==> config.mk <==
export PLATFORM = sky130hd
export DESIGN_NAME = display_arbiter
export DESIGN_NICKNAME = d
export VERILOG_FILES = /design/src/rtl/display_pkg.sv /design/src/rtl/hold_timer.sv /design/src/rtl/display_arbiter.sv
export SDC_FILE = /design/constraint.sdc
export NUM_CORES = 1
export LEC_CHECK = 0
export ABC_AREA = 1
export BUFFER_PORTS_ARGS = -buffer_cell sky130_fd_sc_hd__buf_2
export CAP_MARGIN = 20
export CORE_MARGIN = 2
export CORE_UTILIZATION = 36
export CTS_CLUSTER_SIZE = 25
export DETAILED_ROUTE_END_ITERATION = 10
export SLEW_MARGIN = 15
export SYNTH_ARGS = -nofsm -noshare
export SYNTH_HDL_FRONTEND = slang
export SYNTH_SLANG_ARGS = --single-unit
==> constraint.sdc <==
create_clock -name clk -period 2.6 [get_ports clk]
set_input_delay 0.26 -clock clk [delete_from_list [all_inputs] [get_ports clk]]
set_output_delay 0.26 -clock clk [all_outputs]
set_load 0.03 [all_outputs]
==> src/rtl/display_pkg.sv <==
// -----------------------------------------------------------------------------
// display_pkg
// Shared definitions for the display arbiter: FSM state encoding, display
// geometry (4 digits of 4 bits) and the width helper for the hold counter.
// -----------------------------------------------------------------------------
package display_pkg;

   typedef enum logic [1:0] {
      ST_IDLE  = 2'd0,
      ST_OWN_A = 2'd1,
      ST_OWN_B = 2'd2
   } state_e;

   localparam int DIGITS   = 4;
   localparam int NIBBLE_W = 4;
   localparam int DATA_W   = DIGITS * NIBBLE_W;

   // Width of a counter able to hold HOLD_CYCLES-1; never narrower than 1 bit.
   function automatic int cnt_width(input int hold);
      int w;
      w = $clog2(hold);
      if (w < 1) begin
         w = 1;
      end else begin
         w = w;
      end
      return w;
   endfunction

endpackage : display_pkg

==> src/rtl/hold_timer.sv <==
// -----------------------------------------------------------------------------
// hold_timer
// Minimum-ownership timer. Loading presets the counter to HOLD_CYCLES-1; it
// then counts down once per cycle and saturates at zero.
// Ports:
//   clk     - clock
//   rst_n   - asynchronous active-low reset (counter cleared to 0)
//   load_i  - preset counter to HOLD_CYCLES-1 this cycle
//   zero_o  - counter currently at zero
// -----------------------------------------------------------------------------
module hold_timer
   import display_pkg::*;
#(
   parameter int HOLD_CYCLES = 100_000_000
) (
   input  logic clk,
   input  logic rst_n,
   input  logic load_i,
   output logic zero_o
);

   localparam int              CNT_W    = cnt_width(HOLD_CYCLES);
   localparam logic [CNT_W-1:0] LOAD_VAL = CNT_W'(HOLD_CYCLES - 1);
   localparam logic [CNT_W-1:0] CNT_ONE  = CNT_W'(1);
   localparam logic [CNT_W-1:0] CNT_ZERO = {CNT_W{1'b0}};

   logic [CNT_W-1:0] cnt_q;
   logic [CNT_W-1:0] cnt_d;

   assign zero_o = (cnt_q == CNT_ZERO);

   // Next count: load has priority, otherwise saturating decrement.
   always_comb begin
      cnt_d = cnt_q;
      if (load_i) begin
         cnt_d = LOAD_VAL;
      end else if (!zero_o) begin
         cnt_d = cnt_q - CNT_ONE;
      end else begin
         cnt_d = cnt_q;
      end
   end

   // Counter register.
   always_ff @(posedge clk or negedge rst_n) begin
      if (!rst_n) begin
         cnt_q <= CNT_ZERO;
      end else begin
         cnt_q <= cnt_d;
      end
   end

endmodule : hold_timer

==> src/rtl/display_arbiter.sv <==
// -----------------------------------------------------------------------------
// display_arbiter
// Arbitrates a 4-digit 7-segment display between two requesters. The owner
// keeps the display for at least HOLD_CYCLES cycles; ties and hand-overs are
// decided round-robin so neither requester starves.
// Ports:
//   clk, rst_n               - clock, asynchronous active-low reset
//   req_a_i/data_a_i/dots_a_i - requester A: request, digits ([15:12] left),
//                              decimal points ([3] left)
//   req_b_i/data_b_i/dots_b_i - requester B, same layout
//   gnt_a_o, gnt_b_o         - current owner (one-hot or none)
//   busy_o                   - display owned by someone
//   hex_1_o..hex_4_o         - digits to display driver, hex_1 leftmost
//   dot_1_o..dot_4_o         - decimal points, dot_1 leftmost
// All outputs come straight from registers.
// -----------------------------------------------------------------------------
module display_arbiter
   import display_pkg::*;
#(
   parameter int HOLD_CYCLES = 100_000_000
) (
   input  logic              clk,
   input  logic              rst_n,
   input  logic              req_a_i,
   input  logic [DATA_W-1:0] data_a_i,
   input  logic [DIGITS-1:0] dots_a_i,
   input  logic              req_b_i,
   input  logic [DATA_W-1:0] data_b_i,
   input  logic [DIGITS-1:0] dots_b_i,
   output logic              gnt_a_o,
   output logic              gnt_b_o,
   output logic              busy_o,
   output logic [NIBBLE_W-1:0] hex_1_o,
   output logic [NIBBLE_W-1:0] hex_2_o,
   output logic [NIBBLE_W-1:0] hex_3_o,
   output logic [NIBBLE_W-1:0] hex_4_o,
   output logic              dot_1_o,
   output logic              dot_2_o,
   output logic              dot_3_o,
   output logic              dot_4_o
);

   state_e            state_q, state_d;
   logic              fav_b_q, fav_b_d;   // 1: B wins the next tie
   logic              gnt_a_q, gnt_a_d;
   logic              gnt_b_q, gnt_b_d;
   logic              busy_q,  busy_d;
   logic [DATA_W-1:0] hex_q,   hex_d;
   logic [DIGITS-1:0] dot_q,   dot_d;
   logic              load_s;
   logic              zero_s;

   hold_timer #(
      .HOLD_CYCLES (HOLD_CYCLES)
   ) u_hold_timer (
      .clk    (clk),
      .rst_n  (rst_n),
      .load_i (load_s),
      .zero_o (zero_s)
   );

   // Next-state, hold-timer load, round-robin pointer and display data.
   always_comb begin
      state_d = state_q;
      fav_b_d = fav_b_q;
      hex_d   = hex_q;
      dot_d   = dot_q;
      load_s  = 1'b0;
      case (state_q)
         ST_IDLE: begin
            if (req_a_i && (!req_b_i || !fav_b_q)) begin
               state_d = ST_OWN_A;
               load_s  = 1'b1;
               fav_b_d = 1'b1;
               hex_d   = data_a_i;
               dot_d   = dots_a_i;
            end else if (req_b_i) begin
               state_d = ST_OWN_B;
               load_s  = 1'b1;
               fav_b_d = 1'b0;
               hex_d   = data_b_i;
               dot_d   = dots_b_i;
            end else begin
               state_d = ST_IDLE;
            end
         end
         ST_OWN_A: begin
            if (!zero_s) begin
               // Minimum hold not yet served: ownership is locked.
               if (req_a_i) begin
                  hex_d = data_a_i;
                  dot_d = dots_a_i;
               end else begin
                  hex_d = hex_q;
               end
            end else if (req_b_i) begin
               // Direct hand-over, no IDLE bubble.
               state_d = ST_OWN_B;
               load_s  = 1'b1;
               fav_b_d = 1'b0;
               hex_d   = data_b_i;
               dot_d   = dots_b_i;
            end else if (req_a_i) begin
               load_s = 1'b1;
               hex_d  = data_a_i;
               dot_d  = dots_a_i;
            end else begin
               state_d = ST_IDLE;
            end
         end
         ST_OWN_B: begin
            if (!zero_s) begin
               if (req_b_i) begin
                  hex_d = data_b_i;
                  dot_d = dots_b_i;
               end else begin
                  hex_d = hex_q;
               end
            end else if (req_a_i) begin
               state_d = ST_OWN_A;
               load_s  = 1'b1;
               fav_b_d = 1'b1;
               hex_d   = data_a_i;
               dot_d   = dots_a_i;
            end else if (req_b_i) begin
               load_s = 1'b1;
               hex_d  = data_b_i;
               dot_d  = dots_b_i;
            end else begin
               state_d = ST_IDLE;
            end
         end
         default: begin
            state_d = ST_IDLE;
            fav_b_d = 1'b0;
         end
      endcase
      gnt_a_d = (state_d == ST_OWN_A);
      gnt_b_d = (state_d == ST_OWN_B);
      busy_d  = gnt_a_d | gnt_b_d;
   end

   // State, pointer, grant and display registers.
   always_ff @(posedge clk or negedge rst_n) begin
      if (!rst_n) begin
         state_q <= ST_IDLE;
         fav_b_q <= 1'b0;
         gnt_a_q <= 1'b0;
         gnt_b_q <= 1'b0;
         busy_q  <= 1'b0;
         hex_q   <= {DATA_W{1'b0}};
         dot_q   <= {DIGITS{1'b0}};
      end else begin
         state_q <= state_d;
         fav_b_q <= fav_b_d;
         gnt_a_q <= gnt_a_d;
         gnt_b_q <= gnt_b_d;
         busy_q  <= busy_d;
         hex_q   <= hex_d;
         dot_q   <= dot_d;
      end
   end

   assign gnt_a_o = gnt_a_q;
   assign gnt_b_o = gnt_b_q;
   assign busy_o  = busy_q;
   assign hex_1_o = hex_q[15:12];
   assign hex_2_o = hex_q[11:8];
   assign hex_3_o = hex_q[7:4];
   assign hex_4_o = hex_q[3:0];
   assign dot_1_o = dot_q[3];
   assign dot_2_o = dot_q[2];
   assign dot_3_o = dot_q[1];
   assign dot_4_o = dot_q[0];

endmodule : display_arbiter
======== Word level (Yosys, flattened, before mapping) ========
Index checks and enable logic that the tools add are counted.
operators by class
  bitwise gates (word level) .............. 1
  multiplexer cells ....................... 41
  $add $sub $neg .......................... 1
  eq/ne operators ......................... 8
  reductions and logical operators ........ 8
operators by type and width
  operator               count
  $mux 16                7
  $mux 27                2
  $pmux 16 s3            1
  $mux 4                 7
  $logic_not 27->1       1
  $sub 27x1->27 const B  1
  $mux 2                 8
  $mux 1                 12
  $pmux 4 s3             1
  $ne 2x2->1 const B     4
  $pmux 1 s3             2
  $pmux 2 s3             1
  $eq 2x1->1 const B     2
  $eq 2x2->1 const B     2
  $reduce_and 3->1       1
  $reduce_bool 3->1      1
  $logic_not 1->1        2
  $logic_not 2->1        1
  $logic_and 1x1->1      1
  $logic_or 1x1->1       1
  $or 1x1->1             1
word-level totals
  logic and storage cells ................. 67
  register bits after elaboration ......... 53

======== Depth between registers and ports, before layout ========
Gate-level depths: netlist of run 1.
  depth after elaboration ................. 7
  depth in mapped cells ................... 16
  gate-level depth less buffers ........... 15

======== Cells and area by module ========
Synthesis of run 1 repeated with hierarchy kept, for this count alone.
second synthesis, totals
  cells, all modules ...................... 849
  area total of the unflattened synthesis .. 4,889.7 µm²
by module, submodules not included
  module           seq. area each (µm²)  area an instance (µm²)  cells each  instances
  display_arbiter  650.6                 3,153.0                 595         1
  hold_timer       675.6                 1,736.7                 254         1

======== Worst setup path after synthesis of run 1 ========
No wires, ideal clock.
  path kind ............................... reg-to-reg
  start point ............................. register u_hold_timer.cnt_q[0]
  end point ............................... register busy_q, in the netlist busy_o
  path buffers ............................ 1
  cell stages (with the launch flop) ...... 15
  data arrival time ....................... 1.855 ns
  setup time .............................. 0.113 ns
  period minus slack after synthesis ...... 1.968 ns
  path slack .............................. 0.632 ns
  cell sequence ........................... dfrtp_1 inv_1 ha_1 inv_1 nor2_1 nand2_1 nor2_4 nand2_4 buf_6 o211ai_1 nand3_1 nand2_1 inv_2 ha_1 inv_1
on the way
  word-level cells in the longest chain between the ends .. 5
  elaborated cells between the ends (all ways) .. 7
  those cells by class .................... eq/ne: 2; mux: 3; bitwise: 1; reduce/logical: 1
ends and longest elaborated chain
  element                                          RTL line                                        text
  from (decl)                                      hold_timer.sv:27                                logic [CNT_W-1:0] cnt_q;
  from (signal assigned)                           hold_timer.sv:49                                cnt_q <= cnt_d;
  $logic_not 27->1 *                               hold_timer.sv:30                                assign zero_o = (cnt_q == CNT_ZERO);
  $mux 2 (on tied branches)                        display_arbiter.sv:112, display_arbiter.sv:88
  $pmux 2 s3 *                                     display_arbiter.sv:69                           case (state_q)
  via state_d[1]                                   display_arbiter.sv:43                           state_e state_q, state_d;
  $eq 2x1->1 / $eq 2x2->1 (equally long branches)  display_arbiter.sv:138, display_arbiter.sv:139
  $or 1x1->1 *                                     display_arbiter.sv:140                          busy_d = gnt_a_d | gnt_b_d;
  via busy_d                                       display_arbiter.sv:47                           logic busy_q, busy_d;
  to (signal assigned)                             display_arbiter.sv:158                          busy_q <= busy_d;
  to (decl)                                        display_arbiter.sv:47
The timed path passes the listed nets; every way through them passes the cells marked *.
A chain may end at the register's enable or synchronous reset.

======== Worst setup path after layout of run 1 ========
  start point ............................. register u_hold_timer.cnt_q[0]
  end point ............................... register u_hold_timer.cnt_q[9]
on the way
  word-level cells in the longest chain between the ends .. 4
  elaborated cells between the ends (all ways) .. 8
  those cells by class .................... add/sub: 1; eq/ne: 1; mux: 5; reduce/logical: 1
ends and longest elaborated chain
  element
  branches (longest 4 deep; another with $sub 27x1->27)
Parallel ways; which one is timed is not known. The select of a mux whose other input is x is not followed.

==> results.yml, run 1 <==
critical_path:
  slowest_stage: "dfrtp_1"
  cp_max_fo: 25
  path_class: "reg2reg"
  worst-endpoint-arrival_ns: 2.34
  end_kind: "flip-flop"
  rr_endpoint: "u_hold_timer.cnt_q[9]"
  start_kind: "flip-flop"
  max_stage_delay_ns: 0.38
  crit_required_ns: 2.81
  cp_top_family: "simple AND/OR/NAND/NOR gates"
  r2r_cells: 9
  cp.buffers_inverters: 2
  r2r_start: "u_hold_timer.cnt_q[0]"
  crit_chain: "inv_1 > ha_1 > nand2_1 > nor3_2 > nand2_4 > o21ai_2 > nand2_2 > inv_1 > nor2_1"
  startpoint: "u_hold_timer.cnt_q[0]"
  cp_common_cell: "inv_1"
  rrSetupSlack_ns: 0.47
grt:
  grt_max_degree: 54
  antenna_found_initial: 0
  grt_pass1_vias: 4967
  grt_pass1_wl_mm: 23.9
  overflow: 0
  grt_usage: 0.205
final_layout:
  area_delta_synth_final_pct: 12.4
  drive_gt1_frac: 0.138
  nets: 913
  post-route-cell-area_sq_mm: 0.00545
  num_antenna_cells: 0
  num-fill-cells: 1495
  final_core_util: 0.413
power:
  p_leak_nw: 2.88
  power_density_mw_per_mm2: 857
  vdd_drop_max_mv: 0.500
cts:
  post_cts_buffers: 0
  cts-root-buf: "clkbuf_16"
  clk_transition_reported_paths_ns: 0.09
  cts_tree: "yes"
  cts.sinks: 53
  hold_buffers: 0
  cts_made_buffers: 5
  clockBufferDepth: 2
  insertion_delay_ns: 0.31
  ctsResizeCount: 0
  h-tree-depth: 2
synth:
  netlist_area_sq_mm: 0.00485
  synth.largest_area_cell: "dfrtp_1"
  ys.flop_type: "dfrtp_1"
  ys.warnings.count: 0
  synth.most_common_cell: "nand2_1"
  synth-async-reset-ratio: 1.00
  synth_top_area_share: 0.273
  synth_edf_count: 0
  synth_seq_area_share: 0.273
  synth_nets: 869
  synth_common_cells: "nand2_1 (221), nand3_1 (120), inv_1 (104)"
  netlist_instances: 816
  synthTopCellsByArea: "dfrtp_1 (27%), nand2_1 (17%), nand3_1 (12%)"
  yosysUniqueCellTypes: 28
  ys_seq_elements: 53
  avgSynthCellArea_sq_um: 5.95
floorplan:
  dieArea_sq_mm: 0.0144
  initial_core_util: 0.368
  ios: 67
  fp-row-count: 42
  die_width_um: 120
  coreArea_sq_mm: 0.0132
  die_h_um: 120
sta:
  finalClockSkew_ns: 0.0139
  drv_slew: 0
  worst_slew_margin_rel: 0.474
  period_needed_ns: 2.13
  fmax_mhz: 469
  tightest_slew_ns: 0.789
  whs_ns: 0.0839
  rsz0062_at_grt: "no"
  timing.setup.tns_ns: 0
  setup_viol: 0
  finalHoldViolCount: 0
  fin_crit_sh: 0.821
routing:
  drc: 0
  dr.pass1.iters: 4
  drt_wl_total_mm: 14.0
  vias: 5135
  vias_per_cell: 4.95
  drtIter0Drc: 347
  detail-route-antenna-nets: 0
  wire_per_inst_um: 13.5
placed_design:
  hpwl_mm: 9.47
  place.gp.congestion: 0.853
  portBuffers: 66
  placed_area_sq_mm: 0.00530
hold_path:
  min_path_type: "in2async"
run:
  maxCapViolations: 0
run_status:
  status: "finished, final reports clean"
-- routing by layer --
layer | routed length [um] | track usage | vias to the layer above
met5 | 0 | 0 | -
met3 | 657 | 0.0295 | 20
met4 | 249 | 0.0699 | 0
met1 | 6810 | 0.279 | 2293
met2 | 6270 | 0.332 | 129
li1 | - | - | 2693
-- power breakdown --
part	switching (mW)	internal (mW)	leakage, nW	total, mW
combinational	1.81	0.878	2.20	2.68
sequential	0.181	1.07	0.597	1.25
clock	0.367	0.370	0.0752	0.736
-- worst reg2reg max path, delay by kind of cell, from the launching register on --
kind	cells	cell delay (ns)
flip-flops	1	0.38
adder cells (fa/ha/maj)	1	0.19
AND/OR/NAND/NOR	5	0.94
AO/OA/AOI/OAI	1	0.16
buffers and inverters	2	0.35
-- worst max-delay path by stage --
stage | to | cells after the start
floorplan | busy_o | 14
global placement | busy_o | 15
detailed placement | u_hold_timer.cnt_q[8] | 9
CTS | u_hold_timer.cnt_q[9] | 9
global route | u_hold_timer.cnt_q[20] | 10
finish | u_hold_timer.cnt_q[9] | 9
-- logic make-up after synthesis --
family          count (synthesis)  synth area share
compound gates                139             0.148
xor+xnor                       13            0.0235
fa+ha+maj                       9            0.0232
buf+inv                       164             0.141
flops                          53             0.273
simple gates                  438             0.391
-- flip-flops by register name (all words and copies together), names as in the netlist --
register / cells
dot_q: 4
fav_b_q: 1
gnt_b_o: 1
busy_o: 1
hex_q: 16
u_hold_timer.cnt_q: 27
gnt_a_o: 1
state_q: 2
-- cell usage in the layout, fill, tap and decap left out, types with 13 or more instances in the layout --
master and n:
a21oi_1 52, buf_2 66, buf_4 15, dfrtp_1 53, inv_1 104, inv_2 13, nand2_1 221, nand3_1 120
nor2_1 69, o21ai_0 63, o21ai_1 15
-- through the flow --
step	worst slack, ns	std cells	power [mW]
2_1_floorplan	0.632	816	3.25
3_3_place_gp	0.515	1029	3.96
3_5_place_dp	0.460	1029	3.96
4_1_cts	0.449	1037	4.72
5_1_grt	0.222	1037	5.13
6_report	0.467	1037	4.67
-- area by class of cell --
cell class / instances / area (sq um) / area share
Timing Repair Buffer: 82 / 463 / 0.0849
Clock inverter: 3 / 26.3 / 0.00482
Tap cell: 176 / 220 / 0.0404
Sequential cell: 53 / 1330 / 0.243
Inverter: 119 / 448 / 0.0821
Clock buffer: 5 / 125 / 0.0229
Multi-Input combinational cell: 599 / 2840 / 0.522
No activity file was read; power rests on OpenSTA's default activity.
==> run 2, diff against run 1 <==
clock period = 2.2 ns   (was 2.6 ns; I/O delays follow)
==> run 2 against run 1 <==
Against the previous run: sequential power rose by 18%; global-route usage is 0.12 points lower; die area did not move; worst setup slack lost 0.22 ns; cell area is 1.1% higher; critical path depth is 1 higher.
==> results.yml, run 2 (same netlist as run 1, synthesis figures left out) <==
hold_path:
  min_from: "data_a_i[14]"
  min_path_type: "in2reg"
  hold_end: "hex_q[14]"
  hold_path_depth: 5
cts:
  cts-root-buf: "clkbuf_16"
  cts.sinks: 53
  clk_transition_reported_paths_ns: 0.08
  h-tree-depth: 2
  cts_made_buffers: 5
  clockBufferDepth: 2
  cts_tree: "yes"
  insertion_delay_ns: 0.32
  post_cts_buffers: 0
final_layout:
  layout_commonest_cell: "nand2_1"
  num_antenna_cells: 0
  largest_register_ff_count: 27
  largestRegisters: "u_hold_timer.cnt_q x27, hex_q x16, dot_q x4"
  top_register: "u_hold_timer.cnt_q"
  multi_input_area_sq_mm: 0.00285
  drive_gt1_frac: 0.146
  area.sequential_sq_mm: 0.00133
  layout_common_cells: "nand2_1 (220), nand3_1 (120), inv_1 (103)"
  area_delta_synth_final_pct: 13.7
  nets: 920
  num-fill-cells: 1445
critical_path:
  rrSetupSlack_ns: 0.25
  end_kind: "flip-flop"
  worst-endpoint-arrival_ns: 2.21
  r2r_cells: 10
  crit_required_ns: 2.46
  r2r_start: "u_hold_timer.cnt_q[0]"
  max_stage_delay_ns: 0.39
  cp_max_fo: 25
  crit_chain: "inv_2 > ha_1 > nand2_1 > nor3_2 > nand2_4 > o21ai_2 > nand2_4 > inv_1 > nor2_1 > nand2_1"
  start_kind: "flip-flop"
  path_class: "reg2reg"
  rr_endpoint: "u_hold_timer.cnt_q[20]"
  slowest_stage: "dfrtp_1"
floorplan:
  dieArea_sq_mm: 0.0144
  initial_core_util: 0.368
  fp-row-count: 42
  die_width_um: 120
  coreArea_sq_mm: 0.0132
  die_h_um: 120
  ios: 67
sta:
  finalWorstSetupSlack_ns: 0.246
  drv_slew: 0
  fmax_mhz: 512
  fin_crit_sh: 0.888
  finalHoldViolCount: 0
  rsz0062_at_grt: "no"
  setup_viol: 0
  worst_slew_margin_rel: 0.730
  period_needed_ns: 1.95
  finalClockSkew_ns: 0.00865
  timing.setup.tns_ns: 0
  tightest_slew_ns: 0.402
placed_design:
  place.gp.congestion: 0.851
  dp_worst_setup_slack_ns: 0.0741
  portBuffers: 66
  hpwl_mm: 9.90
run_status:
  status: "finished, final reports clean"
grt:
  grt_pass1_vias: 4790
  busiest_layer: "met2"
  grt.met1_usage: 0.286
  antenna_found_initial: 0
  grt_max_degree: 43
  grt_pass1_wl_mm: 23.8
  grt_use_met3: 0.0290
  overflow: 0
  met2_usage: 0.329
  grt_usage: 0.204
routing:
  vias_per_cell: 4.91
  detail-route-antenna-nets: 0
  wire_per_inst_um: 13.2
  drc: 0
  dr.pass1.iters: 5
  drtIter0Drc: 395
  drt_wl_total_mm: 13.8
  vias: 5126
power:
  finalPower_mw: 5.56
  vdd_drop_max_mv: 0.479
  power_density_mw_per_mm2: 1010
  p_leak_nw: 2.91
run:
  maxCapViolations: 0
run 2: cell types whose count changed in the layout (fill, tap and decap cells not counted):
cell / delta
nand2_1: -1
dlygate4sd3_1: +1
inv_2: +1
buf_4: +6
inv_1: -1
nand2_4: +1
run 2: stage by stage:
step	area, sq um	util	hold WS (ns)	std cells
2_1_floorplan	4850	-	-0.0756	816
3_3_place_gp	5350	0.405	0.168	1035
3_5_place_dp	5350	0.405	0.168	1035
4_1_cts	5510	0.418	0.336	1044
5_1_grt	5520	0.418	0.379	1044
6_report	5520	0.418	0.337	1044
run 2: worst max-delay path: cells and delay by family (launching register included):
family | cells | cell delay, ns
buffers and inverters | 2 | 0.24
flip-flops | 1 | 0.39
AND/OR/NAND/NOR | 6 | 0.89
AO/OA/AOI/OAI | 1 | 0.20
adder cells (fa/ha/maj) | 1 | 0.17
run 2: layout make-up:
class | instances | area share
inverters | 119 | 0.0812
multi-input cells | 599 | 0.517
clock buffers | 5 | 0.0227
flip-flops and latches | 53 | 0.240
repair buffers | 89 | 0.0939
well taps | 176 | 0.0399
clock inverters | 3 | 0.00476
run 2: report_power, final:
group          leakage, nW  total [mW]  internal, mW  switching [mW]
registers            0.597        1.48          1.27           0.210
clock network       0.0752       0.879         0.437           0.442
logic                 2.24        3.21          1.06            2.14
total                 2.91        5.56          2.77            2.80
run 2: how the worst max path moves through the flow:
| stage | to | slack, ns | cells after the start | start |
|---|---|---|---|---|
| after floorplan | busy_o | 0.23 | 14 | u_hold_timer.cnt_q[0] |
| after global placement | u_hold_timer.cnt_q[8] | 0.15 | 9 | u_hold_timer.cnt_q[0] |
| after detailed placement | u_hold_timer.cnt_q[8] | 0.07 | 9 | u_hold_timer.cnt_q[0] |
| after CTS | u_hold_timer.cnt_q[8] | 0.07 | 9 | u_hold_timer.cnt_q[0] |
| after global routing | u_hold_timer.cnt_q[20] | 0.01 | 10 | u_hold_timer.cnt_q[0] |
| final | u_hold_timer.cnt_q[20] | 0.25 | 10 | u_hold_timer.cnt_q[0] |
run 2: metal layers:
layer | part of all wire | routed length, um
met5 | 0 | 0
met4 | 0.011 | 145
met3 | 0.051 | 697
met2 | 0.46 | 6300
met1 | 0.48 | 6630
run 2: what timing repair did:
item / 4_1_cts / 5_1_grt
hold buffers: 1 / 0
endpoints found under the setup margin: 0 / 28
hold endpoints to repair: 15 / 0
resized for setup: 0 / 3
==> run 3, diff against run 2 <==
==> constraint.sdc (replaced) <==
create_clock -name clk -period 2.2 [get_ports clk]
set_input_delay 0.11 -clock clk [delete_from_list [all_inputs] [get_ports clk]]
set_output_delay 0.11 -clock clk [all_outputs]
set_load 0.03 [all_outputs]
==> run 3 against run 2 <==
Against the previous run: clock skew rose by 0.0042 ns; non-clock buffer count fell by 1; clock power fell by 8.6%; via count barely moved; sequential share of layout area barely moved; critical endpoint is now u_hold_timer.cnt_q[16]; routed wire length fell by 0.83%; global-route usage fell by 0.34 points.
==> results.yml, run 3 (same netlist as run 1, synthesis figures left out) <==
cts:
  cts_made_buffers: 5
  h-tree-depth: 2
  clockBufferDepth: 2
  cts-root-buf: "clkbuf_16"
  clk_transition_reported_paths_ns: 0.08
  cts_tree: "yes"
  cts.sinks: 53
  insertion_delay_ns: 0.31
routing:
  vias_per_cell: 4.92
  met3WireLength_um: 735
  dr.pass1.iters: 5
  vias: 5128
  drt_wl_total_mm: 13.7
  wl_met2_mm: 6.27
  detail-route-antenna-nets: 0
  wire_per_inst_um: 13.1
  drt-met1-wl_mm: 6.47
  top_layer_used: "met4"
  drc: 0
  drtIter0Drc: 352
final_layout:
  nets: 919
  layout_common_cells: "nand2_1 (221), nand3_1 (120), inv_1 (103)"
  post-route-cell-area_sq_mm: 0.00552
  layout_commonest_cell: "nand2_1"
  num-fill-cells: 1433
  largestRegisters: "u_hold_timer.cnt_q x27, hex_q x16, dot_q x4"
  multi_input_area_sq_mm: 0.00285
  area.sequential_sq_mm: 0.00133
  top_register: "u_hold_timer.cnt_q"
  largest_register_ff_count: 27
  drive_gt1_frac: 0.143
  num_antenna_cells: 0
  area_delta_synth_final_pct: 13.8
power:
  finalPower_mw: 5.49
  power_density_mw_per_mm2: 995
  p_leak_nw: 2.90
  vdd_drop_max_mv: 0.517
floorplan:
  die_h_um: 120
  ios: 67
  initial_core_util: 0.368
  fp-row-count: 42
  coreArea_sq_mm: 0.0132
  die_width_um: 120
  dieArea_sq_mm: 0.0144
sta:
  drv_slew: 0
  finalWorstSetupSlack_ns: 0.212
  finalHoldViolCount: 0
  period_needed_ns: 1.99
  finalClockSkew_ns: 0.0129
  fmax_mhz: 503
  rsz0062_at_grt: "no"
  setup_viol: 0
  worst_slew_margin_rel: 0.716
  tightest_slew_ns: 0.425
  fin_crit_sh: 0.904
  timing.setup.tns_ns: 0
grt:
  grt_pass1_vias: 4833
  antenna_found_initial: 0
  overflow: 0
  grt_usage: 0.200
  grt_pass1_wl_mm: 23.3
  grt_max_degree: 41
critical_path:
  cp_common_cell: "nand2_1"
  max_stage_delay_ns: 0.39
  end_kind: "flip-flop"
  path_class: "reg2reg"
  cp_max_fo: 11
  worst-endpoint-arrival_ns: 2.16
  slowest_stage: "dfrtp_1"
  crit_required_ns: 2.38
  start_kind: "flip-flop"
  crit_chain: "inv_2 > ha_1 > nand2_1 > nor3_2 > nand2_4 > buf_4 > nand3_1 > nor2_1 > xor2_1 > nand2_1"
placed_design:
  placed_area_sq_mm: 0.00536
  portBuffers: 66
  hpwl_mm: 9.69
  dp_worst_setup_slack_ns: 0.110
  place.gp.congestion: 0.845
hold_path:
  min_path_type: "in2reg"
run:
  maxCapViolations: 0
run_status:
  status: "finished, final reports clean"
==> run 3: cell count changes in the layout (fill, tap and decap cells not counted), sizes merged <==
cell / previous run / this run
clkinvlp: 0 / 1
inv: 120 / 117
buf: 88 / 87
clkinv: 2 / 3
==> run 3: final timing paths <==
| check | startpoint | to | slack (ns) | depth (start not counted) |
|---|---|---|---|---|
| min reg2reg | u_hold_timer.cnt_q[18] | u_hold_timer.cnt_q[18] | 0.54 | 2 |
| min | data_a_i[11] | hex_q[11] | 0.24 | 5 |
| max | u_hold_timer.cnt_q[0] | u_hold_timer.cnt_q[16] | 0.21 | 10 |
| max reg2reg | u_hold_timer.cnt_q[0] | u_hold_timer.cnt_q[16] | 0.21 | 10 |
| min in group asynchronous | rst_n | hex_q[8] | 0.27 | 2 |
| max in group asynchronous | rst_n | u_hold_timer.cnt_q[24] | 1.37 | 3 |
==> run 3: metrics by stage <==
step	utilization	hold slack, ns	std cells
finish	0.419	0.239	1042
global route	0.419	0.262	1042
CTS	0.418	0.237	1042
floorplan	-	-0.186	816
global placement	0.407	0.0831	1034
detailed placement	0.407	0.0775	1034
==> run 3: what timing repair did <==
item,4_1_cts,5_1_grt
setup endpoints to repair,0,13
hold buffers,1,0
hold endpoints to repair,17,0
resized for setup,0,2
setup buffers,0,0
==> run 3: critical path, delay by kind of cell, from the launching register on <==
| family | cells | cell delay [ns] |
|---|---|---|
| AND/OR/NAND/NOR | 6 | 0.87 |
| flip-flops | 1 | 0.39 |
| buffers and inverters | 2 | 0.30 |
| adder cells (fa/ha/maj) | 1 | 0.18 |
| XOR/XNOR | 1 | 0.14 |
==> run 3: cell type report <==
type                            count  share of cell area
Multi-Input combinational cell    599               0.516
Timing Repair Buffer               88              0.0970
Tap cell                          176              0.0399
Clock inverter                      2             0.00295
Inverter                          119              0.0811
Sequential cell                    53               0.240
Clock buffer                        5              0.0227
==> run 3: routing by layer <==
metal / vias up / track usage
li1: 2695 / -
met1: 2284 / 0.276
met2: 137 / 0.330
met3: 12 / 0.0318
met4: 0 / 0.0449
met5: - / 0
==> run 3: report_power, final <==
part	total (mW)	internal, mW	switching [mW]
Clock	0.803	0.419	0.385
Combinational	3.21	1.07	2.14
Sequential	1.48	1.27	0.213
